$ cat config.mk
export PLATFORM = sky130hd
export DESIGN_NAME = modem_mag_avg_flat
export DESIGN_NICKNAME = d
export VERILOG_FILES = /design/src/rtl/modem_mag_avg_if.sv /design/src/rtl/modem_mag_avg.sv /design/src/flat_wrapper.sv
export SDC_FILE = /design/constraint.sdc
export NUM_CORES = 1
export LEC_CHECK = 0
export CORE_UTILIZATION = 53
export CTS_BUF_LIST = sky130_fd_sc_hd__clkbuf_8
export DETAILED_ROUTE_END_ITERATION = 6
export GPL_ROUTABILITY_DRIVEN = 1
export PLACE_DENSITY = 0.74
export SYNTH_ARGS = -nofsm -noshare
export SYNTH_HDL_FRONTEND = slang
export SYNTH_SLANG_ARGS = --single-unit
$ cat constraint.sdc
create_clock -name clk -period 3.5 [get_ports clk]
set_clock_uncertainty 0.15 [all_clocks]
set_input_delay 0.7 -clock clk [delete_from_list [all_inputs] [get_ports clk]]
set_output_delay 0.7 -clock clk [all_outputs]
set_load 0.02 [all_outputs]
$ cat src/rtl/modem_mag_avg_if.sv
// Sample-in / magnitude-out bundle for modem_mag_avg.
// master drives I/Q samples and clear; slave is the estimator.
interface modem_mag_avg_if #(
    parameter int unsigned GW_DATA = 16
);
    logic                 s_valid;
    logic [GW_DATA-1:0]   s_i;
    logic [GW_DATA-1:0]   s_q;
    logic                 s_clr;
    logic                 m_valid;
    logic [GW_DATA-1:0]   m_mag;
    logic                 m_avg_valid;
    logic [GW_DATA-1:0]   m_avg;

    modport master (
        output s_valid, s_i, s_q, s_clr,
        input  m_valid, m_mag, m_avg_valid, m_avg
    );

    modport slave (
        input  s_valid, s_i, s_q, s_clr,
        output m_valid, m_mag, m_avg_valid, m_avg
    );
endinterface

$ cat src/rtl/modem_mag_avg.sv
// Complex-magnitude estimator (alpha-max + 3/8 beta-min) in a 3-stage pipe,
// followed by a power-of-two block averager of the magnitude stream.
module modem_mag_avg #(
    parameter int unsigned GW_DATA  = 16,
    parameter int unsigned AVG_LOG2 = 6
) (
    input  logic               clk,
    input  logic               rst_n,
    modem_mag_avg_if.slave     bus
);
    localparam int unsigned ACC_W = GW_DATA + AVG_LOG2;
    localparam logic [AVG_LOG2-1:0] CNT_LAST = '1;

    // Stage 1 combinational: absolute values; the most negative code maps to 2^(GW_DATA-1).
    logic [GW_DATA-1:0] w_abs_i;
    logic [GW_DATA-1:0] w_abs_q;

    always_comb begin
        w_abs_i = bus.s_i;
        w_abs_q = bus.s_q;
        if (bus.s_i[GW_DATA-1]) begin
            w_abs_i = (~bus.s_i) + GW_DATA'(1);
        end
        if (bus.s_q[GW_DATA-1]) begin
            w_abs_q = (~bus.s_q) + GW_DATA'(1);
        end
    end

    logic               r_v1;
    logic [GW_DATA-1:0] r_abs_i;
    logic [GW_DATA-1:0] r_abs_q;

    // Stage 1 register: rail magnitudes with their valid.
    always_ff @(posedge clk or negedge rst_n) begin
        if (!rst_n) begin
            r_v1    <= 1'b0;
            r_abs_i <= '0;
            r_abs_q <= '0;
        end else begin
            r_v1 <= bus.s_valid;
            if (bus.s_valid) begin
                r_abs_i <= w_abs_i;
                r_abs_q <= w_abs_q;
            end
        end
    end

    logic               r_v2;
    logic [GW_DATA-1:0] r_mx;
    logic [GW_DATA-1:0] r_mn;

    // Stage 2 register: sort into max/min (tie gives the common value to both).
    always_ff @(posedge clk or negedge rst_n) begin
        if (!rst_n) begin
            r_v2 <= 1'b0;
            r_mx <= '0;
            r_mn <= '0;
        end else begin
            r_v2 <= r_v1;
            if (r_v1) begin
                if (r_abs_i >= r_abs_q) begin
                    r_mx <= r_abs_i;
                    r_mn <= r_abs_q;
                end else begin
                    r_mx <= r_abs_q;
                    r_mn <= r_abs_i;
                end
            end
        end
    end

    // Stage 3 combinational: max + min/4 + min/8; bounded by 1.375*2^(GW_DATA-1), no overflow.
    logic [GW_DATA-1:0] w_mag;

    always_comb begin
        w_mag = r_mx + (r_mn >> 2) + (r_mn >> 3);
    end

    logic               r_m_valid;
    logic [GW_DATA-1:0] r_m_mag;

    // Stage 3 register: the magnitude output.
    always_ff @(posedge clk or negedge rst_n) begin
        if (!rst_n) begin
            r_m_valid <= 1'b0;
            r_m_mag   <= '0;
        end else begin
            r_m_valid <= r_v2;
            if (r_v2) begin
                r_m_mag <= w_mag;
            end
        end
    end

    // Averager datapath: running window sum including the sample now on m_mag.
    logic [ACC_W-1:0]    r_acc;
    logic [AVG_LOG2-1:0] r_cnt;
    logic [ACC_W-1:0]    w_sum;
    logic                w_last;

    always_comb begin
        w_sum  = r_acc + ACC_W'(r_m_mag);
        w_last = (r_cnt == CNT_LAST);
    end

    logic               r_avg_valid;
    logic [GW_DATA-1:0] r_avg;

    // Window integrator: clear beats a coincident sample; closing sample emits the mean.
    always_ff @(posedge clk or negedge rst_n) begin
        if (!rst_n) begin
            r_acc       <= '0;
            r_cnt       <= '0;
            r_avg_valid <= 1'b0;
            r_avg       <= '0;
        end else begin
            r_avg_valid <= 1'b0;
            if (bus.s_clr) begin
                r_acc <= '0;
                r_cnt <= '0;
            end else if (r_m_valid) begin
                if (w_last) begin
                    r_avg       <= GW_DATA'(w_sum >> AVG_LOG2);
                    r_avg_valid <= 1'b1;
                    r_acc       <= '0;
                    r_cnt       <= '0;
                end else begin
                    r_acc <= w_sum;
                    r_cnt <= r_cnt + AVG_LOG2'(1);
                end
            end
        end
    end

    assign bus.m_valid     = r_m_valid;
    assign bus.m_mag       = r_m_mag;
    assign bus.m_avg_valid = r_avg_valid;
    assign bus.m_avg       = r_avg;

endmodule
$ cat src/flat_wrapper.sv
// flat-port wrapper written by rule: the top's interface ports become plain ports
module modem_mag_avg_flat 
#(
    parameter int unsigned GW_DATA  = 16,
    parameter int unsigned AVG_LOG2 = 6
)
  (clk, rst_n, bus_s_valid, bus_s_i, bus_s_q, bus_s_clr, bus_m_valid, bus_m_mag, bus_m_avg_valid, bus_m_avg);
  modem_mag_avg_if #(.GW_DATA(GW_DATA)) bus_i ();
  input  logic clk;
  input  logic rst_n;
  input wire logic [$bits(bus_i.s_valid)-1:0] bus_s_valid;
  input wire logic [$bits(bus_i.s_i)-1:0] bus_s_i;
  input wire logic [$bits(bus_i.s_q)-1:0] bus_s_q;
  input wire logic [$bits(bus_i.s_clr)-1:0] bus_s_clr;
  output wire logic [$bits(bus_i.m_valid)-1:0] bus_m_valid;
  output wire logic [$bits(bus_i.m_mag)-1:0] bus_m_mag;
  output wire logic [$bits(bus_i.m_avg_valid)-1:0] bus_m_avg_valid;
  output wire logic [$bits(bus_i.m_avg)-1:0] bus_m_avg;
  assign bus_i.s_valid = bus_s_valid;
  assign bus_i.s_i = bus_s_i;
  assign bus_i.s_q = bus_s_q;
  assign bus_i.s_clr = bus_s_clr;
  assign bus_m_valid = bus_i.m_valid;
  assign bus_m_mag = bus_i.m_mag;
  assign bus_m_avg_valid = bus_i.m_avg_valid;
  assign bus_m_avg = bus_i.m_avg;
  modem_mag_avg #(.GW_DATA(GW_DATA), .AVG_LOG2(AVG_LOG2)) u_core (.clk(clk), .rst_n(rst_n), .bus(bus_i));
endmodule
==> impl_metrics.json, run 1 <==
{
  "status": "finished clean",
  "drive_above_1_share_pct": 8.29,
  "drt_iter0_drc": 281,
  "cp_max_fo": 3,
  "area_growth_syn_to_layout_pct": 16.0,
  "die_area_mm2": 0.0150,
  "grtUsageTotal_pct": 22.9,
  "max_freq_ghz": 0.312,
  "cp.depth": 11,
  "insertion_delay_ps": 450,
  "synth_edf_count": 0,
  "finalSetupViolCount": 0,
  "grt_max_degree": 87,
  "p_seq_share_pct": 30.8,
  "reg2reg_to": "u_core.bus.m_mag[15]",
  "fin_nets": 944,
  "critPathLaunchType": "flip-flop",
  "synth_top_cells_by_area": "dfrtp_1 41%, ha_1 8.2%, a21oi_1 5.3%",
  "antenna_found_initial": 0,
  "cts-resized-gates": 0,
  "post-route-drc-count": 0,
  "hold_buffers": 0,
  "rows": 43,
  "core_area_mm2": 0.0140,
  "tns_ps": 0,
  "arrival_ps": 3390,
  "tritoncts": "done",
  "synthDistinctLibCells": 61,
  "crit_type": "flip-flop to flip-flop",
  "worstPathRequired_ps": 3680,
  "numCtsBuffers": 17,
  "crit_family": "compound AO/OA/AOI/OAI gates",
  "startpoint": "u_core.r_mn[4]",
  "dr.pass1.iters": 4,
  "syn_nets": 882,
  "yosysWarnings": 0,
  "finalCriticalPeriod_ps": 3210,
  "clockBufferDepth": 2,
  "yosys-top-cells-count": "126 x dfrtp_1, 81 x a21oi_1, 79 x nor2_1, 64 x nand2_1, 50 x ha_1",
  "final_util_pct": 63.7,
  "antenna_left": 0,
  "drv_slew": 0,
  "crit_path_end_kind": "flip-flop",
  "synth_seq_cells": 126,
  "hp-class": "primary input to asynchronous set/reset pin",
  "p_int_w": 0.00410,
  "grt_pass1_wl_mm": 26.6,
  "crit_chain": "fa_1, ha_1, inv_1, fa_1, nor2b_1, o31a_1, a221oi_2, o21bai_1, a311oi_1, xnor2_1, mux2_2",
  "post_drt_wl_per_cell_um": 15.1,
  "gp_congestion": 0.880,
  "path_buf_inv": 1,
  "r2r_slack_ps": 290,
  "slowest_stage": "fa_1",
  "synth_area_leader_cell": "dfrtp_1",
  "cts-root-buf": "clkbuf_8",
  "grt_pass1_vias": 5783,
  "maxSlewHeadroom_pct": 45.9,
  "htreeDepth": 4,
  "maxCapViolCount": 0,
  "syn_avg_cell_area_um2": 9.83,
  "critPathMostFrequentCell": "fa_1",
  "vias_per_cell": 5.62,
  "finalCritPeriodShare_pct": 91.7,
  "cts_setup_buffers": 0,
  "tightestPinTransition_ps": 812,
  "seq_area_frac_synth_pct": 41.1,
  "p_comb_share_pct": 50.8,
  "synthArstFlopShare_pct": 100,
  "synth.most_common_cell": "dfrtp_1",
  "io_buffer_count": 69,
  "p_sw_w": 0.00263,
  "synth_top_area_share_pct": 41.1,
  "die_x_um": 122,
  "pwr_density_cell_mw_per_mm2": 756,
  "synthFlopType": "dfrtp_1",
  "dp.final_hpwl_mm": 11.6,
  "p_leak_nw": 4.07,
  "synth.cell_area_mm2": 0.00767,
  "die_y_um": 122,
  "clock-sinks": 126,
  "grt_overflow": 0,
  "fin_ws_ps": 290,
  "place_ws_ps": 277,
  "initial_core_util_pct": 54.9,
  "reg2reg_from": "u_core.r_mn[4]",
  "netSwitchingFraction_pct": 39.1,
  "rsz0062_at_grt": "no",
  "finalWirelength_mm": 15.6,
  "vias": 5818,
  "vdd_ir_drop_max_mv": 0.323,
  "clkPwrFrac_pct": 18.4,
  "io_pins": 70,
  "syn_inst": 781,
  "worst-r2r-cell-count": 11,
  "clkTransAtPathRegs_ps": 70,
  "finalHoldViolCount": 0,
  "cp-endpoint": "u_core.bus.m_mag[15]",
  "n_antenna_cell": 0,
  "crit_path_max_incr_delay_ps": 480
}
==> worst register-to-register path, cell delays in order, from the launching register on <==
cell,delay (ps)
dfrtp_1,430
fa_1,480
ha_1,240
inv_1,70
fa_1,200
nor2b_1,70
o31a_1,300
a221oi_2,310
o21bai_1,170
a311oi_1,330
xnor2_1,90
mux2_2,260
==> cells by family after synthesis <==
family / count (synthesis) / share of synthesized area (%)
fa+ha+maj: 65 / 12.1
flops: 126 / 41.1
buf+inv: 68 / 3.77
xor+xnor: 60 / 6.85
mux: 49 / 6.75
compound gates: 212 / 17.8
simple gates: 201 / 11.7
==> area by class of cell <==
type	instances	area [um2]
repair buffers	76	761
inverters	35	131
clock inverters	7	57.6
multi-input cells	587	4230
fillers	1172	5080
well taps	180	225
flip-flops and latches	126	3150
clock buffers	25	344
==> placed cells by master (no fill, tap or decap), drive strengths merged, types with 5 or more instances in the layout <==
cell type and count:
a211oi 6, a21o 20, a21oi 81, a221oi 5
a22o 13, buf 9, clkbuf 25, clkdlybuf4s50 67
dfrtp 126, fa 15, ha 50, inv 37
mux2 19, mux2i 30, nand2 64, nand3 10
nor2 79, nor2b 6, nor3 12, o21a 5
o21ai 40, o31ai 11, xnor2 24, xor2 36
==> how the worst min path moves through the flow <==
| stage | from | to | slack (ps) | cells after the start |
|---|---|---|---|---|
| finish | rst_n | u_core.r_cnt[2] | 80 | 1 |
| detailed placement | u_core.bus.m_avg[12] | u_core.bus.m_avg[12] | 320 | 2 |
| floorplan | u_core.r_v1 | u_core.r_v2 | 200 | 0 |
| CTS | rst_n | u_core.r_cnt[2] | 80 | 1 |
| global route | rst_n | u_core.r_cnt[2] | 90 | 1 |
| global placement | u_core.bus.m_avg[4] | u_core.bus.m_avg[4] | 310 | 2 |
==> power by group through the flow <==
stage	clock (W)	combinational [W]	sequential (W)
floorplan	0	0.00252	0.00212
global placement	0	0.00329	0.00208
detailed placement	0	0.00340	0.00210
CTS	0.00127	0.00343	0.00207
global route	0.00134	0.00382	0.00212
finish	0.00124	0.00342	0.00207
==> routing by layer <==
layer	wire (um)	GRT usage [%]	vias up
met5	0	0	-
met4	297	9.91	0
met3	450	4.65	22
met2	7910	39.6	110
met1	6970	27.5	2790
li1	-	-	2896
==> per-stage QoR <==
| step | power, W | hold WS, ps | cell area, um2 | cells |
|---|---|---|---|---|
| floorplan | 0.00464 | 202 | 7670 | 781 |
| global placement | 0.00537 | 310 | 8500 | 1004 |
| detailed placement | 0.00550 | 320 | 8500 | 1004 |
| CTS | 0.00678 | 78.7 | 8900 | 1036 |
| global route | 0.00729 | 87.2 | 8900 | 1036 |
| finish | 0.00673 | 78.5 | 8900 | 1036 |
==> state kept, by name, indices dropped and copies added (netlist names) <==
name,count
u_core.bus.m_avg,16
u_core.r_mx,16
u_core.r_mn,14
u_core.bus.m_mag,16
u_core.r_v1,1
u_core.r_acc,22
u_core.r_v2,1
u_core.r_abs_q,16
u_core.bus.m_avg_valid,1
u_core.r_cnt,6
u_core.bus.m_valid,1
u_core.r_abs_i,16
Note: power is estimated with default switching activity, not from simulation.
==> run 2, diff against run 1 <==
- CORE_MARGIN: not set -> 4
- CTS_CLUSTER_DIAMETER: not set -> 60
==> impl_metrics.json, run 2 (synthesis gave the netlist of run 1 again) <==
{
  "vias_per_cell": 5.65,
  "top_layer": "met4",
  "initial_core_util_pct": 54.6,
  "cts_setup_buffers": 0,
  "grt_pass1_wl_mm": 27.1,
  "stdcell_count": 1037,
  "vias": 5857,
  "tritoncts": "done",
  "n_antenna_cell": 0,
  "rsz0062_at_grt": "no",
  "fin_ws_ps": 298,
  "antenna_left": 0,
  "finalWirelength_mm": 15.7,
  "finalCritPeriodShare_pct": 91.5,
  "htreeDepth": 4,
  "post_drt_wl_per_cell_um": 15.1,
  "drive_above_1_share_pct": 8.40,
  "clock-sinks": 126,
  "wl_met1_mm": 6.95,
  "drt_iter0_drc": 269,
  "core_area_mm2": 0.0140,
  "numCtsBuffers": 17,
  "rows": 43,
  "die_area_mm2": 0.0165,
  "grt_max_degree": 64,
  "fill_cells": 1157,
  "wl_met3_um": 527,
  "finalSetupViolCount": 0,
  "max_freq_ghz": 0.312,
  "die_x_um": 128,
  "worstPathRequired_ps": 3690,
  "crit_type": "flip-flop to flip-flop",
  "arrival_ps": 3390,
  "final_common_cell": "dfrtp_1",
  "tns_ps": 0,
  "tightestPinTransition_ps": 772,
  "cp_max_fo": 3,
  "crit_path_max_incr_delay_ps": 470,
  "crit_chain": "fa_1, ha_1, inv_1, fa_1, nor2b_1, o31a_1, a221oi_2, o21bai_1, a311oi_1, xnor2_1, mux2_2",
  "area_growth_syn_to_layout_pct": 16.4,
  "route.met2.wl_mm": 7.83,
  "place_ws_ps": 247,
  "pwr_density_cell_mw_per_mm2": 766,
  "post-route-drc-count": 0,
  "grt_pass1_vias": 5989,
  "maxCapViolCount": 0,
  "finalHoldViolCount": 0,
  "fin_nets": 945,
  "insertion_delay_ps": 450,
  "critPathLaunchType": "flip-flop",
  "largest_register_ffs": 22,
  "vdd_ir_drop_max_mv": 0.330,
  "dr.pass1.iters": 6,
  "clockBufferDepth": 2,
  "largest-register": "u_core.r_acc",
  "critPathMostFrequentCell": "fa_1",
  "antenna_found_initial": 0,
  "drv_slew": 0,
  "io_pins": 70,
  "status": "finished clean",
  "gp_congestion": 0.930,
  "dp.final_hpwl_mm": 11.9,
  "hold_buffers": 0,
  "p_leak_nw": 4.07,
  "layout_common_cells": "126 x dfrtp_1, 81 x a21oi_1, 79 x nor2_1",
  "clkTransAtPathRegs_ps": 70,
  "io_buffer_count": 69,
  "hp-class": "primary input to asynchronous set/reset pin",
  "slowest_stage": "fa_1",
  "grt_overflow": 0,
  "finalCriticalPeriod_ps": 3200,
  "dp.cells": 1005,
  "grtUsageTotal_pct": 20.1,
  "cts-root-buf": "clkbuf_8",
  "die_y_um": 128,
  "cts-resized-gates": 0,
  "maxSlewHeadroom_pct": 48.5,
  "crit_path_end_kind": "flip-flop"
}
==> run 2: changes by cell type in the layout (fill, tap and decap cells not counted) <==
cell / previous run / this run
clkbuf_8: 25 / 18
bufinv_16: 1 / 4
clkinvlp_4: 0 / 3
buf_4: 6 / 7
clkinv_2: 4 / 5
==> run 2: final timing paths <==
kind	from	endpoint	slack (ps)	depth (start not counted)
setup / recovery	u_core.r_mn[4]	u_core.bus.m_mag[15]	300	11
hold / removal	rst_n	u_core.r_cnt[3]	60	1
setup reg to reg	u_core.r_mn[4]	u_core.bus.m_mag[15]	300	11
hold reg to reg	u_core.bus.m_avg[10]	u_core.bus.m_avg[10]	330	2
max in group asynchronous	rst_n	u_core.r_mx[15]	2390	2
min in group clk	u_core.bus.m_avg[10]	u_core.bus.m_avg[10]	330	2
==> run 2: worst max-delay path: cells and delay by family, from the launching register on <==
family                     cells  cell delay, ps
DFF                            1             430
muxes                          1             260
AOI/OAI and AO/OA              4            1100
buffers and inverters          1              70
adders and majority gates      3             910
and+or+nand+nor                1              70
xor gates and xnor gates       1             100
==> run 2: report_power, final <==
| group | switching (W) | internal (W) |
|---|---|---|
| registers | 0.000295 | 0.00177 |
| clock network | 0.000565 | 0.000781 |
| logic | 0.00181 | 0.00162 |
==> run 2: final cells by class <==
class | instances | area (um2) | share of cell area [%]
Multi-Input combinational cell | 587 | 4230 | 47.4
Sequential cell | 126 | 3150 | 35.3
Timing Repair Buffer | 77 | 768 | 8.60
Clock inverter | 14 | 175 | 1.96
Inverter | 35 | 131 | 1.47
Tap cell | 180 | 225 | 2.52
Clock buffer | 18 | 248 | 2.77
==> run 2: layer usage <==
layer	vias to the layer above	global-route usage (%)
met5	-	0
met2	103	34.7
met1	2818	24.6
met3	39	4.08
met4	0	8.61
li1	2897	-
==> run 2: through the flow <==
stage                     hold slack, ps  total power, W  cell area [um2]  utilization (%)
final                               62.4         0.00684             8930             63.6
after global routing                79.8         0.00739             8930             63.6
after CTS                           50.8         0.00689             8930             63.6
after detailed placement             315         0.00551             8510             60.6
after global placement               312         0.00539             8510             60.6
after floorplan                      202         0.00464             7670                -
==> run 3, diff against run 2 <==
- CELL_PAD_IN_SITES_DETAIL_PLACEMENT: not set -> 1
- CELL_PAD_IN_SITES_GLOBAL_PLACEMENT: not set -> 1
- CORE_UTILIZATION: 53 -> 47
- PLACE_DENSITY: 0.74 -> not set
- PLACE_DENSITY_LB_ADDON: not set -> 0.3
==> impl_metrics.json, run 3 (synthesis gave the netlist of run 1 again) <==
{
  "tightestPinTransition_ps": 934,
  "crit_path_end_kind": "flip-flop",
  "fill_cells": 1784,
  "htreeDepth": 4,
  "die_x_um": 136,
  "p_leak_nw": 4.06,
  "area_growth_syn_to_layout_pct": 16.3,
  "finalWirelength_mm": 18.2,
  "clock-sinks": 126,
  "cp_max_fo": 3,
  "path_buf_inv": 1,
  "layout_common_cells": "126 x dfrtp_1, 81 x a21oi_1, 79 x nor2_1",
  "insertion_delay_ps": 450,
  "status": "finished clean",
  "final_util_pct": 56.0,
  "die_y_um": 136,
  "holdWs_ps": 235,
  "die_area_mm2": 0.0184,
  "fin_ws_ps": 245,
  "rows": 46,
  "crit_chain": "fa_1, ha_1, inv_1, fa_1, nor2b_1, o31a_1, a221oi_2, o21bai_1, a311oi_1, xnor2_1, mux2_2",
  "vdd_ir_drop_max_mv": 0.355,
  "vias": 6015,
  "io_buffer_count": 69,
  "dr.pass1.iters": 4,
  "drive_above_1_share_pct": 8.16,
  "cts-root-buf": "clkbuf_8",
  "finalPower_w": 0.00682,
  "grt_pass1_vias": 6570,
  "antenna_found_initial": 0,
  "gp_congestion": 0.863,
  "largest_register_ffs": 22,
  "finalCritPeriodShare_pct": 93.0,
  "io_pins": 70,
  "fin_nets": 947,
  "cts_setup_buffers": 0,
  "critPathMostFrequentCell": "fa_1",
  "grt_max_degree": 73,
  "hold_buffers": 0,
  "clkTransAtPathRegs_ps": 70,
  "dp.final_hpwl_mm": 13.8,
  "pwr_density_cell_mw_per_mm2": 764,
  "cts-resized-gates": 0,
  "tns_ps": 0,
  "grt_overflow": 0,
  "finalCriticalPeriod_ps": 3260,
  "drv_slew": 0,
  "worstPathRequired_ps": 3690,
  "tritoncts": "done",
  "largest-register": "u_core.r_acc",
  "clockBufferDepth": 2,
  "initial_core_util_pct": 48.1,
  "hp-class": "primary input to asynchronous set/reset pin",
  "post-route-drc-count": 0,
  "core_area_mm2": 0.0159,
  "critPathLaunchType": "flip-flop",
  "maxCapViolCount": 0,
  "crit_path_max_incr_delay_ps": 480,
  "finalSetupViolCount": 0,
  "rsz0062_at_grt": "no",
  "n_antenna_cell": 0,
  "post_drt_wl_per_cell_um": 16.9,
  "antenna_left": 0,
  "max_freq_ghz": 0.307,
  "finalHoldViolCount": 0,
  "numCtsBuffers": 17,
  "vias_per_cell": 5.60,
  "grt_pass1_wl_mm": 31.5,
  "maxSlewHeadroom_pct": 37.7,
  "place_ws_ps": 218,
  "crit_type": "flip-flop to flip-flop",
  "crit_family": "compound AO/OA/AOI/OAI gates",
  "drt_iter0_drc": 258,
  "arrival_ps": 3440,
  "grtUsageTotal_pct": 21.1,
  "final_common_cell": "dfrtp_1",
  "slowest_stage": "fa_1"
}
==> run 3: cell count changes in the layout (fill, tap and decap cells not counted), sizes merged <==
| cell | previous run | this run |
|---|---|---|
| inv | 37 | 40 |
| buf | 10 | 12 |
| clkbuf | 18 | 19 |
| clkinv | 5 | 4 |
| clkinvlp | 3 | 1 |
| bufinv | 4 | 2 |
==> run 3: final timing paths <==
path,start,end,slack [ps],cells after the start
min,rst_n,u_core.r_cnt[2],240,1
min in group clk,u_core.bus.m_avg[4],u_core.bus.m_avg[4],320,2
max in group asynchronous,rst_n,u_core.r_abs_q[5],2110,2
max,u_core.r_mn[4],u_core.bus.m_mag[15],240,11
min reg2reg,u_core.bus.m_avg[4],u_core.bus.m_avg[4],320,2
max reg2reg,u_core.r_mn[4],u_core.bus.m_mag[15],240,11
==> run 3: final cells by class <==
| class | count | area, um2 | share of cell area (%) |
|---|---|---|---|
| clock buffer | 19 | 262 | 2.93 |
| tap | 216 | 270 | 3.03 |
| clock inverter | 12 | 106 | 1.19 |
| inverter | 35 | 131 | 1.47 |
| multi-input combinational | 587 | 4230 | 47.4 |
| sequential | 126 | 3150 | 35.3 |
| timing repair buffer | 79 | 771 | 8.63 |
==> run 3: worst reg2reg max path, cell delays in order, from the launching register on <==
cell and delay [ps]:
dfrtp_1 430, fa_1 480, ha_1 250, inv_1 70, fa_1 200, nor2b_1 70
o31a_1 290, a221oi_2 320, o21bai_1 170, a311oi_1 350, xnor2_1 110, mux2_2 260
==> run 3: layer usage <==
metal  track usage (%)  up-vias  routed length (um)
met5                 0        -                   0
li1                  -     2896                   -
met3              4.27       22                 601
met2              38.9       98                9680
met4              6.16        0                 250
met1              24.7     2999                7650
==> run 3: power by group <==
group / internal (W) / switching, W / total [W] / leakage (nW)
combinational: 0.00163 / 0.00191 / 0.00355 / 2.32
clock: 0.000647 / 0.000553 / 0.00120 / 0.207
sequential: 0.00177 / 0.000302 / 0.00207 / 1.53
==> run 3: per-stage QoR <==
stage	instances	area (um2)
floorplan	781	7670
global placement	1043	8560
detailed placement	1043	8560
CTS	1074	8930
global route	1074	8930
finish	1074	8930
